File: config.mk
export PLATFORM = sky130hd
export DESIGN_NAME = pic_irq_ctrl_n
export DESIGN_NICKNAME = d
export VERILOG_FILES = /design/src/rtl/pic_pkg.sv /design/src/rtl/irq_prio_resolver.sv /design/src/rtl/pic_irq_ctrl_n.sv
export SDC_FILE = /design/constraint.sdc
export NUM_CORES = 1
export LEC_CHECK = 0
export ABC_AREA = 1
export BUFFER_PORTS_ARGS = -buffer_cell sky130_fd_sc_hd__buf_2
export CORE_MARGIN = 5
export CORE_UTILIZATION = 60
export CTS_CLUSTER_DIAMETER = 60
export DETAILED_ROUTE_END_ITERATION = 10
export PLACE_DENSITY = 0.85
export SYNTH_ARGS = -nofsm -noshare
export SYNTH_HDL_FRONTEND = slang
export SYNTH_SLANG_ARGS = --single-unit
File: constraint.sdc
create_clock -name clk -period 8.32 [get_ports clk]
set_input_delay 1.664 -clock clk [delete_from_list [all_inputs] [get_ports clk]]
set_output_delay 1.664 -clock clk [all_outputs]
set_load 0.01 [all_outputs]
File: src/rtl/pic_pkg.sv
// Shared definitions for the programmable interrupt controller.
//   REG_W        register bus data width
//   ADDR_*       register map (3-bit reg_addr)
//   MODE_* bits  fields of the MODE register
//   pic_state_e  handshake FSM states (IDLE/REQ/VEC)
package pic_pkg;

  localparam int REG_W = 32;

  localparam logic [2:0] ADDR_IMR   = 3'd0;
  localparam logic [2:0] ADDR_LTIM  = 3'd1;
  localparam logic [2:0] ADDR_MODE  = 3'd2;
  localparam logic [2:0] ADDR_VBASE = 3'd3;
  localparam logic [2:0] ADDR_EOI   = 3'd4;
  localparam logic [2:0] ADDR_IRR   = 3'd5;
  localparam logic [2:0] ADDR_ISR   = 3'd6;
  localparam logic [2:0] ADDR_PTR   = 3'd7;

  localparam int MODE_AEOI_BIT = 0;
  localparam int MODE_ROT_BIT  = 1;
  localparam int EOI_SPEC_BIT  = 7;

  typedef enum logic [1:0] {
    ST_IDLE = 2'd0,
    ST_REQ  = 2'd1,
    ST_VEC  = 2'd2
  } pic_state_e;

endpackage

File: src/rtl/irq_prio_resolver.sv
// Combinational priority resolver.
//   req      pending, unmasked requests
//   isr      in-service bits
//   ptr      lowest-priority id; id (ptr+1) mod NUM_IRQ is highest
//   found    a request exists strictly above the highest in-service bit
//   id       winning request id (meaningful when found)
//   isr_any  at least one in-service bit set
//   isr_top  highest-priority in-service id (meaningful when isr_any)
module irq_prio_resolver
  import pic_pkg::*;
#(
  parameter int NUM_IRQ = 8
) (
  input  logic [NUM_IRQ-1:0]         req,
  input  logic [NUM_IRQ-1:0]         isr,
  input  logic [$clog2(NUM_IRQ)-1:0] ptr,
  output logic                       found,
  output logic [$clog2(NUM_IRQ)-1:0] id,
  output logic                       isr_any,
  output logic [$clog2(NUM_IRQ)-1:0] isr_top
);

  localparam int PW = $clog2(NUM_IRQ);

  // Rank k = 0 is the highest-priority slot. Walking from the lowest rank
  // upward leaves the highest-priority hit in the result.
  int            req_k;
  int            isr_k;
  logic [PW-1:0] idx;

  always_comb begin
    req_k   = NUM_IRQ;
    isr_k   = NUM_IRQ;
    id      = '0;
    isr_top = '0;
    idx     = '0;
    for (int k = NUM_IRQ - 1; k >= 0; k--) begin
      idx = PW'((int'(ptr) + 1 + k) % NUM_IRQ);
      if (req[idx]) begin
        req_k = k;
        id    = idx;
      end
      if (isr[idx]) begin
        isr_k   = k;
        isr_top = idx;
      end
    end
    // An empty req leaves req_k = NUM_IRQ, which can never be below isr_k.
    found   = (req_k < isr_k);
    isr_any = (isr_k < NUM_IRQ);
  end

endmodule

File: src/rtl/pic_irq_ctrl_n.sv
// Parametrised 8259-style interrupt controller.
//   clk, rst          clock, asynchronous active-high reset
//   irq_in            raw peripheral request lines
//   reg_we/re/addr    register bus strobes and select
//   reg_wdata/rdata   register bus data (rdata registered, holds between reads)
//   int_req           interrupt request to the CPU
//   int_ack           one-cycle INTA pulse
//   vec_out/vec_valid vector (VEC_BASE + id), one-cycle valid pulse
//   spurious          with vec_valid: acknowledge found nothing pending
//   state_dbg         current handshake FSM state
//
// Handshake: int_req is a level that stays high while a candidate exists;
// the CPU answers with a single-cycle int_ack, at which point the winner is
// frozen and the vector appears with vec_valid exactly one cycle later.
// int_ack while the vector is being presented is ignored.
module pic_irq_ctrl_n
  import pic_pkg::*;
#(
  parameter int NUM_IRQ = 8,
  parameter int VEC_W   = 8,
  parameter int SYNC_EN = 1
) (
  input  logic               clk,
  input  logic               rst,
  input  logic [NUM_IRQ-1:0] irq_in,
  input  logic               reg_we,
  input  logic               reg_re,
  input  logic [2:0]         reg_addr,
  input  logic [REG_W-1:0]   reg_wdata,
  output logic [REG_W-1:0]   reg_rdata,
  output logic               int_req,
  input  logic               int_ack,
  output logic [VEC_W-1:0]   vec_out,
  output logic               vec_valid,
  output logic               spurious,
  output pic_state_e         state_dbg
);

  localparam int            PW      = $clog2(NUM_IRQ);
  localparam logic [PW-1:0] PTR_MAX = PW'(NUM_IRQ - 1);

  logic [NUM_IRQ-1:0] irq_s, irq_d, rise;
  logic [NUM_IRQ-1:0] imr_q, ltim_q, irr_edge_q, isr_q;
  logic [NUM_IRQ-1:0] irr, pending;
  logic [NUM_IRQ-1:0] ack_mask, eoi_mask, aeoi_mask;
  logic [1:0]         mode_q;
  logic [VEC_W-1:0]   vbase_q;
  logic [PW-1:0]      ptr_q, win_q;
  logic               win_found_q;
  pic_state_e         state_q, state_n;

  logic               cand_found, isr_any;
  logic [PW-1:0]      cand_id, isr_top;
  logic               ack_take, ack_hit, aeoi_vec;
  logic               wr_eoi, eoi_hit, rot_next;
  logic [PW-1:0]      eoi_id;
  logic [REG_W-1:0]   rd_mux;
  logic               unused_wdata;

  assign unused_wdata = ^reg_wdata;

  // Input synchroniser (optional)
  generate
    if (SYNC_EN != 0) begin : g_sync
      logic [NUM_IRQ-1:0] s1_q, s2_q;
      always_ff @(posedge clk or posedge rst) begin
        if (rst) begin
          s1_q <= '0;
          s2_q <= '0;
        end else begin
          s1_q <= irq_in;
          s2_q <= s1_q;
        end
      end
      assign irq_s = s2_q;
    end else begin : g_nosync
      assign irq_s = irq_in;
    end
  endgenerate

  always_ff @(posedge clk or posedge rst) begin
    if (rst) irq_d <= '0;
    else     irq_d <= irq_s;
  end

  assign rise    = irq_s & ~irq_d;
  // Level lines follow the synchronised input directly; edge lines latch.
  assign irr     = (ltim_q & irq_s) | (~ltim_q & irr_edge_q);
  assign pending = irr & ~imr_q;

  irq_prio_resolver #(.NUM_IRQ(NUM_IRQ)) u_resolver (
    .req     (pending),
    .isr     (isr_q),
    .ptr     (ptr_q),
    .found   (cand_found),
    .id      (cand_id),
    .isr_any (isr_any),
    .isr_top (isr_top)
  );

  assign ack_take = int_ack && (state_q != ST_VEC);
  assign ack_hit  = ack_take && cand_found;
  assign aeoi_vec = (state_q == ST_VEC) && win_found_q && mode_q[MODE_AEOI_BIT];
  assign wr_eoi   = reg_we && (reg_addr == ADDR_EOI);
  // Fixed mode pins the pointer; leaving rotate mode snaps it back at once.
  assign rot_next = (reg_we && reg_addr == ADDR_MODE) ? reg_wdata[MODE_ROT_BIT]
                                                      : mode_q[MODE_ROT_BIT];

  // EOI decode: specific EOI only acts on a bit that is actually in service.
  always_comb begin
    eoi_hit = 1'b0;
    eoi_id  = '0;
    if (wr_eoi) begin
      if (reg_wdata[EOI_SPEC_BIT]) begin
        for (int i = 0; i < NUM_IRQ; i++) begin
          if (int'(reg_wdata[4:0]) == i && isr_q[i]) begin
            eoi_hit = 1'b1;
            eoi_id  = PW'(i);
          end
        end
      end else begin
        eoi_hit = isr_any;
        eoi_id  = isr_top;
      end
    end
  end

  always_comb begin
    ack_mask  = '0;
    eoi_mask  = '0;
    aeoi_mask = '0;
    for (int i = 0; i < NUM_IRQ; i++) begin
      ack_mask[i]  = ack_hit && (cand_id == PW'(i));
      eoi_mask[i]  = eoi_hit && (eoi_id == PW'(i));
      aeoi_mask[i] = aeoi_vec && (win_q == PW'(i));
    end
  end

  // Handshake FSM: next state
  always_comb begin
    state_n = state_q;
    case (state_q)
      ST_IDLE: begin
        if (int_ack)         state_n = ST_VEC;
        else if (cand_found) state_n = ST_REQ;
      end
      ST_REQ: begin
        if (int_ack)          state_n = ST_VEC;
        else if (!cand_found) state_n = ST_IDLE;
      end
      ST_VEC:  state_n = ST_IDLE;
      default: state_n = ST_IDLE;
    endcase
  end

  always_ff @(posedge clk or posedge rst) begin
    if (rst) begin
      state_q     <= ST_IDLE;
      int_req     <= 1'b0;
      vec_valid   <= 1'b0;
      spurious    <= 1'b0;
      vec_out     <= '0;
      win_q       <= '0;
      win_found_q <= 1'b0;
    end else begin
      state_q   <= state_n;
      int_req   <= (state_n == ST_REQ);
      vec_valid <= (state_n == ST_VEC);
      spurious  <= ack_take && !cand_found;
      if (ack_take) begin
        win_q       <= cand_id;
        win_found_q <= cand_found;
        vec_out     <= cand_found ? (vbase_q + VEC_W'(cand_id))
                                  : (vbase_q + VEC_W'(NUM_IRQ - 1));
      end
    end
  end

  assign state_dbg = state_q;

  // Interrupt state and programmable registers. Ack set beats EOI clear and
  // a new edge beats the ack clear, hence the order of the terms below.
  always_ff @(posedge clk or posedge rst) begin
    if (rst) begin
      imr_q      <= '1;
      ltim_q     <= '0;
      mode_q     <= '0;
      vbase_q    <= '0;
      irr_edge_q <= '0;
      isr_q      <= '0;
      ptr_q      <= PTR_MAX;
    end else begin
      irr_edge_q <= ~ltim_q & ((irr_edge_q & ~ack_mask) | rise);
      isr_q      <= (isr_q & ~eoi_mask & ~aeoi_mask)
                  | (mode_q[MODE_AEOI_BIT] ? '0 : ack_mask);

      if (!rot_next)                         ptr_q <= PTR_MAX;
      else if (eoi_hit && mode_q[MODE_ROT_BIT])  ptr_q <= eoi_id;
      else if (aeoi_vec && mode_q[MODE_ROT_BIT]) ptr_q <= win_q;

      if (reg_we) begin
        case (reg_addr)
          ADDR_IMR:   imr_q   <= reg_wdata[NUM_IRQ-1:0];
          ADDR_LTIM:  ltim_q  <= reg_wdata[NUM_IRQ-1:0];
          ADDR_MODE:  mode_q  <= reg_wdata[1:0];
          ADDR_VBASE: vbase_q <= reg_wdata[VEC_W-1:0];
          default: ;
        endcase
      end
    end
  end

  // Register read path
  always_comb begin
    rd_mux = '0;
    case (reg_addr)
      ADDR_IMR:   rd_mux[NUM_IRQ-1:0] = imr_q;
      ADDR_LTIM:  rd_mux[NUM_IRQ-1:0] = ltim_q;
      ADDR_MODE:  rd_mux[1:0]         = mode_q;
      ADDR_VBASE: rd_mux[VEC_W-1:0]   = vbase_q;
      ADDR_IRR:   rd_mux[NUM_IRQ-1:0] = irr;
      ADDR_ISR:   rd_mux[NUM_IRQ-1:0] = isr_q;
      ADDR_PTR:   rd_mux[PW-1:0]      = ptr_q;
      default:    rd_mux              = '0;
    endcase
  end

  always_ff @(posedge clk or posedge rst) begin
    if (rst)         reg_rdata <= '0;
    else if (reg_re) reg_rdata <= rd_mux;
  end

endmodule
* Word-level counts from Yosys, hierarchy flattened
Cells that the tools add are included.
Storage, ports and cells: register bits after elaboration 94, latch bits 0, bits in writable memories 0, bits in read-only memories 0, bits of input ports 48, output and inout bits 45, logic and storage cells 245, memories 0
Cells by class: $add $sub $neg 10, $mul 0, divide/modulo/power cells 0, order comparisons 10, eq/ne operators 41, shift-type cells 0, multiplexer cells 97, bitwise gates (word level) 17, reduce and logical (&&, ||, !) cells 52
Operator list (count):
- 2-to-1 mux 3 bit | 27
- AND 8 bit | 8
- 2-to-1 mux 4 bit | 16
- binary-select mux 1 bit (select 3 bit) | 16
- == test 3 bit, second input constant | 16
- NOT 8 bit | 6
- logical AND 1 bit | 41
- less-than comparator 3 x 4 -> 1 bit, second input constant | 8
- 2-to-1 mux 1 bit | 28
- case mux 5 bit (5 select lines) | 1
- == test 3 x 2 -> 1 bit, second input constant | 8
- bitwise OR 8 bit | 3
- == test 5 x 4 -> 1 bit, second input constant | 4
- 2-to-1 mux 8 bit | 2
- adder 3 bit, second input constant | 5
- case mux 2 bit (7 select lines) | 1
- == test 3 x 1 -> 1 bit, second input constant | 4
- logical NOT 3 bit | 4
- == test 5 x 3 -> 1 bit, second input constant | 2
- adder 8 x 3 -> 8 bit | 1
- adder 8 x 3 -> 8 bit, second input constant | 1
- 2-to-1 mux 2 bit | 4
- AND reduction 2 bit | 4
- adder 3 x 2 -> 3 bit, second input constant | 2
- 13 further kinds | 15

* Logic depth before layout (Yosys ltp)
Gate-level depths: netlist of run 1.
depth in word-level cells 21, gate-level depth with buffers 34, depth with buffers taken out 31

* Modules after synthesis
A second synthesis of run 1 with hierarchy kept.
Second synthesis, totals: cells, all modules 814, area total of the unflattened synthesis 5791.8 um^2
By module, submodules not included:
- pic_irq_ctrl_n | times used 1, cells each 531, area each 4469.3 um^2, seq. area each 2366.0 um^2
- irq_prio_resolver | times used 1, cells each 283, area each 1322.5 um^2, seq. area each 0.0 um^2

* Least setup slack after synthesis of run 1
Ideal clock, no wire load.
kind register -> register, start point register ptr_q[0], end point register vec_out[6], setup time 0.133 ns, data arrival time 4.301 ns, data required time 8.187 ns, setup slack 3.887 ns, cell stages (with the launch flop) 30, path buffers 3, clock period less this slack 4.433 ns, path through dfstp_2 > buf_6 > inv_2 > buf_6 > ha_1 > buf_6 > xnor2_4 > inv_2 > nand2_1 > nand2_1 > nand2_1 > nand2_1 > nor4_4 > o21ai_0 > ha_1 > nand2_1 > inv_1 > nand2_2 > nand2_4 > inv_2 > nand2_1 > ha_1 > inv_1 > fa_1 > nor2_1 > o21ai_0 > or2_2 > nor2_1 > xnor2_1 > o21ai_0
Between the ends: longest elaborated chain between the ends 14, elaborated cells on any way between the ends 67, those cells by class add/sub: 9; order compare: 1; mux: 57
Ends and longest elaborated chain:
- start: declaration | line pic_irq_ctrl_n.sv:48 | logic [PW-1:0] ptr_q, win_q;
- start signal: assignment | line pic_irq_ctrl_n.sv:198 | else if (eoi_hit && mode_q[MODE_ROT_BIT]) ptr_q <= eoi_id;
- start signal: assignment | line pic_irq_ctrl_n.sv:199 | else if (aeoi_vec && mode_q[MODE_ROT_BIT]) ptr_q <= win_q;
- adder 3 x 1 -> 3 bit (*) | line irq_prio_resolver.sv:38 | idx = PW'((int'(ptr) + 1 + k) % NUM_IRQ);
- adder 3 bit | line irq_prio_resolver.sv:38
- binary-select mux 1 bit (select 3 bit), on equally long branches | line irq_prio_resolver.sv:39, irq_prio_resolver.sv:43
- 2-to-1 mux 1 bit, on equally long branches | line irq_prio_resolver.sv:39, irq_prio_resolver.sv:43
- 2-to-1 mux 3 bit (tied with other cells) (8 in a row) | line irq_prio_resolver.sv:39 | if (req[idx]) begin
- adder 8 x 3 -> 8 bit or less-than comparator 4 bit (tied branches) | line pic_irq_ctrl_n.sv:173, irq_prio_resolver.sv:49
- 2-to-1 mux 8 bit (*) | line pic_irq_ctrl_n.sv:173 | vec_out <= cand_found ? (vbase_q + VEC_W'(cand_id))
- end signal: assignment | line pic_irq_ctrl_n.sv:173
- end: declaration | line pic_irq_ctrl_n.sv:33 | output logic [VEC_W-1:0] vec_out,
Every way passes the cells marked *; elsewhere a longest branch is shown, timed or not. The select of a mux whose other input is x is not followed. A chain may end at the register's enable or synchronous reset.

* Worst setup path in the final report of run 1
start point register ptr_q[0], end point register vec_out[7]
The elaborated chain is that of the path after synthesis.

==> metrics, run 1 <==
setup ws final 2.338 ns; crit path capture type register; GP Congestion 0.9934; # resized after CTS 0; Port Buffers 44; CTS Root Cell clkbuf_8; Routed WL 15290 µm; Final Hold Violating Endpoints 0; nets 899; CP Launch Type register; CTS tree yes; Hold WC Path Type reg -> reg; synthesized netlist cell count 801; setup violators final 0; Leakage Power 3.270 nW; CTS hold repair buffers 0; worst slack, placed 2.486 ns; Inst Count DP 964; distinct cell type count after synthesis 53; worst r2r path cells 25; Global Route Usage Sum 26.95%; vias 5525; Initial Utilization 61.23%; I/O pin total 93; hold slack 0.3526 ns; Detailed Route Iter0 Violations 494; hold depth 0; Layout area overhead 7.288%; utilization after layout 65.69%; met3 Usage GRT 5.344%; unrepaired setup endpoints after global routing false; ys flop type dfrtp_1; Slew @ Worst Pin 0.8881 ns; M1 GR Usage 36.08%; part of the cycle the worst path needs 71.90%; Non-Filler Instances 980; layout cells sized above 1 14.64%; Worst R2R Start ptr_q[0]; max-slew violations 0; Setup TNS Final 0 ns; vias per std cell 5.638; total congestion overflow 0; ys async rst share 100.0%; max-cap check violation count 0; pwr dens 494.8 nW/µm²; first-pass GRT wire length 24890 µm; die width 109.6 µm; hpwl dp 11580 µm; Finished Cell Area 6391 µm²; status finished, final reports clean; Post-synth EDFFs 0; H-tree levels 3; initial antenna violation count 0; Die Y-Extent 109.6 µm; GRT Max-Usage Layer met2; Synth Area per Inst 7.437 µm²; hold endpoint g_sync.s2_q[3]; first drt pass iteration count 7; critical path class reg -> reg; antenna cells 0; Crit path arrival time 6.22 ns; reg2reg end vec_out[7]; maximum vdd drop 0.2900 mV; largest net degree at the start of global routing 70; relative slew slack 40.34%; Post-Syn Area 5957 µm²; Ys Warns 0; CP Data Required Time 8.56 ns; Die ar. 12020 µm²; fin crit period 5.982 ns; CP Launch Point ptr_q[0]; sequential area share after synthesis 39.72%; clk_lat worst skew 0.37 ns; clk sinks 94; GR met2 Demand/Resource 42.24%; critical path fanouts, max 28; final setup skew 0.01198 ns; Yosys reg bits 94; post-route ant nets 0; placed cell area 6158 µm²; CTS buffer count 9; drt wl/cell 15.60 µm; clock-pin slew on the worst setup and hold paths 0.09 ns; total power 3.163 mW; DRC 0; core area 9729 µm²; clk buf depth 2; Worst Hold Launch g_sync.s1_q[3]; r2r setup slk 2.34 ns; Post-CTS Setup Inserts 0; vias in the first global route 4977; Fmax achieved 167.2 MHz; Rows 36
## report_power, final
| part | switching [mW] | internal, mW | leakage (nW) |
|---|---|---|---|
| Combinational | 1.46 | 0.664 | 2.02 |
| Clock | 0.162 | 0.188 | 0.117 |
| Sequential | 0.101 | 0.582 | 1.13 |
## layout make-up
| cell class | count | area (µm²) |
|---|---|---|
| clock buffer | 12 | 155.1 |
| sequential | 94 | 2366 |
| timing repair buffer | 45 | 227.7 |
| tap | 133 | 166.4 |
| multi-input combinational | 588 | 3000 |
| fill | 858 | 3338 |
| inverter | 104 | 397.9 |
| clock inverter | 4 | 77.57 |
## worst max-delay path, stage by stage, from the launching register on
cell,delay [ns]
dfstp_2,0.89
inv_2,0.26
ha_1,0.84
xnor2_4,0.29
inv_2,0.22
nand3_1,0.17
nand2_2,0.13
nor2_1,0.05
nor2_1,0.19
inv_1,0.09
nor2_1,0.12
nand2_1,0.07
nor2_1,0.17
ha_1,0.27
a21oi_1,0.35
nand2_4,0.16
nor2_1,0.21
inv_1,0.07
ha_1,0.26
a21oi_1,0.16
nor2_1,0.08
o21ai_0,0.31
nor3_1,0.11
nand2_1,0.09
xor2_1,0.15
o21ai_0,0.09
## flip-flops by register name, summed over array words and instances (netlist names)
name	count
g_sync.s1_q	8
g_sync.s2_q	8
imr_q	8
irq_d	8
irr_edge_q	8
isr_q	8
ltim_q	8
reg_rdata	8
vbase_q	8
vec_out	8
ptr_q	3
win_q	3
mode_q	2
state_dbg	2
int_req	1
spurious	1
vec_valid	1
win_found_q	1
## worst max-delay path by stage
| stage | endpoint |
|---|---|
| 2_1_floorplan | vec_out[6] |
| 3_3_place_gp | vec_out[7] |
| 3_5_place_dp | vec_out[7] |
| 4_1_cts | vec_out[7] |
| 5_1_grt | vec_out[7] |
| 6_report | vec_out[7] |
## cells by family (layout without fill, tap and decap cells)
group / Yosys count / count (layout) / share of synthesized area [%]
other: 1 / 24 / 0.06295
flip-flops: 94 / 94 / 39.72
buffers and inverters: 142 / 165 / 11.36
XOR/XNOR: 7 / 7 / 2.415
AND/OR/NAND/NOR: 414 / 414 / 31.30
AO/OA/AOI/OAI: 134 / 134 / 13.13
adder cells (fa/ha/maj): 9 / 9 / 2.016
## layout by cell type, fill, tap and decap left out, drive strengths merged, types with 11 or more instances in the layout
cell	count
clkbuf	12
dfrtp	83
nand4	12
a21oi	21
nand3	70
o21ai	84
nor2	42
conb	24
inv	102
dfstp	11
nand2	267
buf	45
## routing by layer
metal,wire length [µm],up-vias
li1,-,2637
met1,6284,2541
met3,1371,64
met2,6880,283
met4,748,0
met5,0,-
## cell usage after synthesis, types with 3 or more instances
library cell,instances,area (µm²)
dfrtp_1,83,2077
clkinv_1,3,11.26
inv_2,9,33.78
a21oi_1,18,90.09
dfstp_2,11,289.0
nor2_1,38,142.6
ha_1,8,100.1
nand2_2,11,68.82
clkbuf_1,5,18.77
o21ai_1,16,80.08
buf_2,3,15.01
nand2_1,251,942.2
nand4_1,12,75.07
o221ai_1,3,26.28
nor3_1,10,50.05
o31ai_1,3,22.52
inv_1,91,341.6
o22ai_1,4,25.02
o21ai_2,5,43.79
buf_4,24,180.2
nand2_4,4,45.04
nand3_1,65,325.3
nand3_2,5,50.05
buf_6,6,67.56
a21oi_2,3,26.28
a41oi_1,4,35.03
o21bai_1,4,30.03
o21ai_0,63,315.3
nand3b_1,7,52.55
Note: power is estimated with default switching activity, not from simulation.
==> run 2: changes to the inputs <==
--- a/config.mk
+++ b/config.mk
@@ -5,13 +5,13 @@
 export SDC_FILE = /design/constraint.sdc
 export NUM_CORES = 1
 export LEC_CHECK = 0
-export ABC_AREA = 1
+export ABC_AREA = 0
 export BUFFER_PORTS_ARGS = -buffer_cell sky130_fd_sc_hd__buf_2
 export CORE_MARGIN = 5
-export CORE_UTILIZATION = 60
+export CORE_UTILIZATION = 53
 export CTS_CLUSTER_DIAMETER = 60
 export DETAILED_ROUTE_END_ITERATION = 10
-export PLACE_DENSITY = 0.85
+export PLACE_DENSITY = 0.78
 export SYNTH_ARGS = -nofsm -noshare
 export SYNTH_HDL_FRONTEND = slang
 export SYNTH_SLANG_ARGS = --single-unit
==> constraint.sdc (replaced) <==
create_clock -name clk -period 4.8 [get_ports clk]
set_input_delay 0.96 -clock clk [delete_from_list [all_inputs] [get_ports clk]]
set_output_delay 0.96 -clock clk [all_outputs]
set_load 0.01 [all_outputs]
==> run 2 against run 1 <==
Net effect: final cell count did not move; die area rose by 29%; first-iteration DRC count rose by 27%; worst hold slack improved by 0.0022 ns; flip-flop and latch count did not move; via count rose by 17%; clock skew fell by 0.0053 ns; sequential share of layout area fell by 8.1 points; utilization fell by 1.4 points; synthesized cell count fell by 9.1%; critical path depth fell by 2; fmax rose by 25%.
==> metrics, run 2 <==
status finished, final reports clean (unchanged); mux cell area share after synthesis 17.65% (was 0%); total congestion overflow 0 (unchanged); Crit path arrival time 4.97 ns (was 6.22 ns); Fmax achieved 209.7 MHz (was 167.2 MHz); most frequent cells in the layout dfrtp_1 (83), nor2_1 (53), buf_4 (53) (was nand2_1 (251), inv_1 (90), dfrtp_1 (83)); Port Buffers 44 (unchanged); Detailed Route Iter0 Violations 627 (was 494); Worst Hold Launch g_sync.s1_q[4] (was g_sync.s1_q[3]); sequential area share after synthesis 34.08% (was 39.72%); part of the cycle the worst path needs 99.35% (was 71.90%); most numerous cell on the critical path ha_4 (was nor2_1); clk sinks 94 (unchanged); Slew @ Worst Pin 1.224 ns (was 0.8881 ns); Yosys reg bits 94 (unchanged); Non-Filler Instances 980 (unchanged); CTS tree yes (unchanged); hpwl dp 15020 µm (was 11580 µm); critical path fanouts, max 7 (was 28); Post-synth EDFFs 0 (unchanged); Synth Area per Inst 9.535 µm² (was 7.437 µm²); Worst path slowest cell dfstp_2 (unchanged); Inst Count DP 949 (was 964); CP bufs+invs 4 (unchanged); H-tree levels 3 (unchanged); Die Y-Extent 124.4 µm (was 109.6 µm); CTS Root Cell clkbuf_16 (was clkbuf_8); layout filler cell count 1064 (was 858); multi-input logic area 4524 µm² (was 3000 µm²); DRC 0 (unchanged); clk_lat worst skew 0.35 ns (was 0.37 ns); CP Launch Type register (unchanged); layout cells sized above 1 31.06% (was 14.64%); hold depth 0 (unchanged); max-slew violations 0 (unchanged); antenna cells 0 (unchanged); CP peak stage delay 0.57 ns (was 0.89 ns); Initial Utilization 54.56% (was 61.23%); Compound-Gate Fraction of Synth Area 20.75% (was 13.13%); clock-pin slew on the worst setup and hold paths 0.07 ns (was 0.09 ns); CTS buffer count 9 (unchanged); Layout area overhead 17.77% (was 7.288%); critical path class reg -> reg (unchanged); ys async rst share 100.0% (unchanged); fin crit period 4.769 ns (was 5.982 ns); Global Route Usage Sum 25.58% (was 26.95%); Worst R2R Start ptr_q[0] (unchanged); dominant cell type by area after synthesis dfrtp_1 (unchanged); crit path capture type register (unchanged); area share of and/or/nand/nor cells after synthesis 17.68% (was 31.30%); post-route ant nets 0 (unchanged); XOR/XNOR share of the synthesized area 1.929% (was 2.415%); vias per std cell 6.588 (was 5.638); Post-synth top cells dfrtp_1 (83), nor2_1 (56), nand2_1 (55), mux2_2 (41), o21ai_0 (37) (was nand2_1 (251), inv_1 (91), dfrtp_1 (83), nand3_1 (65), o21ai_0 (63)); unrepaired setup endpoints after global routing true (was false); r2r setup slk 0.03 ns (was 2.34 ns); ys flop type dfrtp_1 (unchanged); Die ar. 15490 µm² (was 12020 µm²); initial antenna violation count 0 (unchanged); Final Hold Violating Endpoints 0 (unchanged); hold endpoint g_sync.s2_q[4] (was g_sync.s2_q[3]); cell with the most instances after synthesis dfrtp_1 (was nand2_1); worst path cell trace inv_4 > ha_4 > buf_12 > nor2b_4 > a221o_1 > a2bb2o_4 > mux4_2 > or2_1 > nor2_2 > a21boi_4 > ha_4 > o21ai_1 > nand2b_1 > a31oi_1 > buf_4 > nand2_4 > ha_4 > inv_2 > fa_2 > nor2b_4 > o21ai_1 > xor2_1 > o21ai_0; final setup skew 0.006705 ns (was 0.01198 ns); reg2reg end vec_out[4] (was vec_out[7]); Rows 41 (was 36); GP Congestion 0.9356 (was 0.9934); die width 124.4 µm (was 109.6 µm); core area 12720 µm² (was 9729 µm²); vias 6456 (was 5525); top-area cell type share of the netlist area 29.92% (was 34.87%); total area of sequential cells 2366 µm² (unchanged); Synth Area in Adders 1.730% (was 2.016%); max-cap check violation count 0 (unchanged); commonest non-fill, non-tap cell in the layout dfrtp_1 (was nand2_1); synthesized netlist cell count 728 (was 801); vias in the first global route 6318 (was 4977); Hold WC Path Type reg -> reg (unchanged); I/O pin total 93 (unchanged); first-pass GRT wire length 32550 µm (was 24890 µm); top cells by area, synth dfrtp_1 (30%), mux2_2 (6.7%), mux4_2 (6.2%) (was dfrtp_1 (35%), nand2_1 (16%), inv_1 (5.7%)); worst r2r path cells 23 (was 25); Ys Warns 0 (unchanged); setup violators final 0 (unchanged); drt wl/cell 20.90 µm (was 15.60 µm); setup ws final 0.03119 ns (was 2.338 ns); delay-heaviest family, CP compound AO/OA/AOI/OAI gates (was simple AND/OR/NAND/NOR gates); relative slew slack 17.76% (was 40.34%); clk buf depth 2 (unchanged); Post-Syn Area 6942 µm² (was 5957 µm²); largest family of logic cells by synthesized area compound AO/OA/AOI/OAI gates (was simple AND/OR/NAND/NOR gates); largest net degree at the start of global routing 55 (was 70); distinct cell type count after synthesis 83 (was 53); first drt pass iteration count 6 (was 7); CTS hold repair buffers 0 (unchanged); CP Data Required Time 5.00 ns (was 8.56 ns); nets 860 (was 899); worst slack, placed -0.1677 ns (was 2.486 ns); utilization after layout 64.26% (was 65.69%); Routed WL 20480 µm (was 15290 µm)
-- run 2: timing repair --
| item | in CTS | in global routing |
|---|---|---|
| setup buffers | 7 | 8 |
| pin swaps | 7 | 12 |
| endpoints found under the setup margin | 5 | 8 |
| resized for setup | 8 | 25 |
-- run 2: area by class of cell --
| cell class | count | area share, % |
|---|---|---|
| tap | 172 | 2.632 |
| clock buffer | 9 | 2.755 |
| sequential | 94 | 28.94 |
| multi-input combinational | 575 | 55.34 |
| clock inverter | 7 | 0.7958 |
| inverter | 22 | 1.117 |
| timing repair buffer | 101 | 8.418 |
-- run 2: stage by stage --
| step | area (µm²) | hold WS (ns) | setup TNS (ns) |
|---|---|---|---|
| floorplan | 7207 | 0.3312 | -0.5626 |
| global placement | 7599 | 0.3330 | 0 |
| CTS | 7988 | 0.3562 | 0 |
| global route | 8175 | 0.3657 | -0.3667 |
| finish | 8175 | 0.3547 | 0 |
| detailed placement | 7599 | 0.3381 | -0.4371 |
-- run 2: logic make-up (layout without fill, tap and decap cells) --
group	Yosys count	count (layout)
simple gates	238	238
fa+ha+maj	9	9
other cells	1	24
xor+xnor	12	12
mux	91	91
flops	94	94
compound gates	201	201
buf+inv	82	139
-- run 2: worst register-to-register path, cell delays in order, from the launching register on --
cell	delay [ns]
dfstp_2	0.57
inv_4	0.04
ha_4	0.26
buf_12	0.14
nor2b_4	0.12
a221o_1	0.41
a2bb2o_4	0.23
mux4_2	0.49
or2_1	0.26
nor2_2	0.12
a21boi_4	0.20
ha_4	0.21
o21ai_1	0.08
nand2b_1	0.08
a31oi_1	0.18
buf_4	0.22
nand2_4	0.07
ha_4	0.16
inv_2	0.05
fa_2	0.22
nor2b_4	0.05
o21ai_1	0.18
xor2_1	0.18
o21ai_0	0.09
-- run 2: layer usage --
| layer | global-route usage (%) | share of wire, % | vias to the layer above |
|---|---|---|---|
| li1 | - | - | 2858 |
| met3 | 4.674 | 7.4 | 75 |
| met1 | 33.52 | 41 | 3193 |
| met4 | 11.41 | 3.6 | 0 |
| met5 | 0 | 0 | - |
| met2 | 41.38 | 48 | 330 |
-- run 2: worst max-delay path by stage --
stage	start	end	slack, ns	cells after the start
after detailed placement	ptr_q[0]	vec_out[6]	-0.17	22
after floorplan	ptr_q[0]	vec_out[6]	-0.17	27
after global routing	ptr_q[0]	vec_out[7]	-0.10	23
final	ptr_q[0]	vec_out[4]	0.03	23
after CTS	ptr_q[0]	vec_out[6]	0.01	23
after global placement	ptr_q[0]	vec_out[6]	0.01	22
Power of run 2 is left out: the tool's default activity adds up to more than one toggle a clock period on the data nets, which glitch-free logic cannot reach.
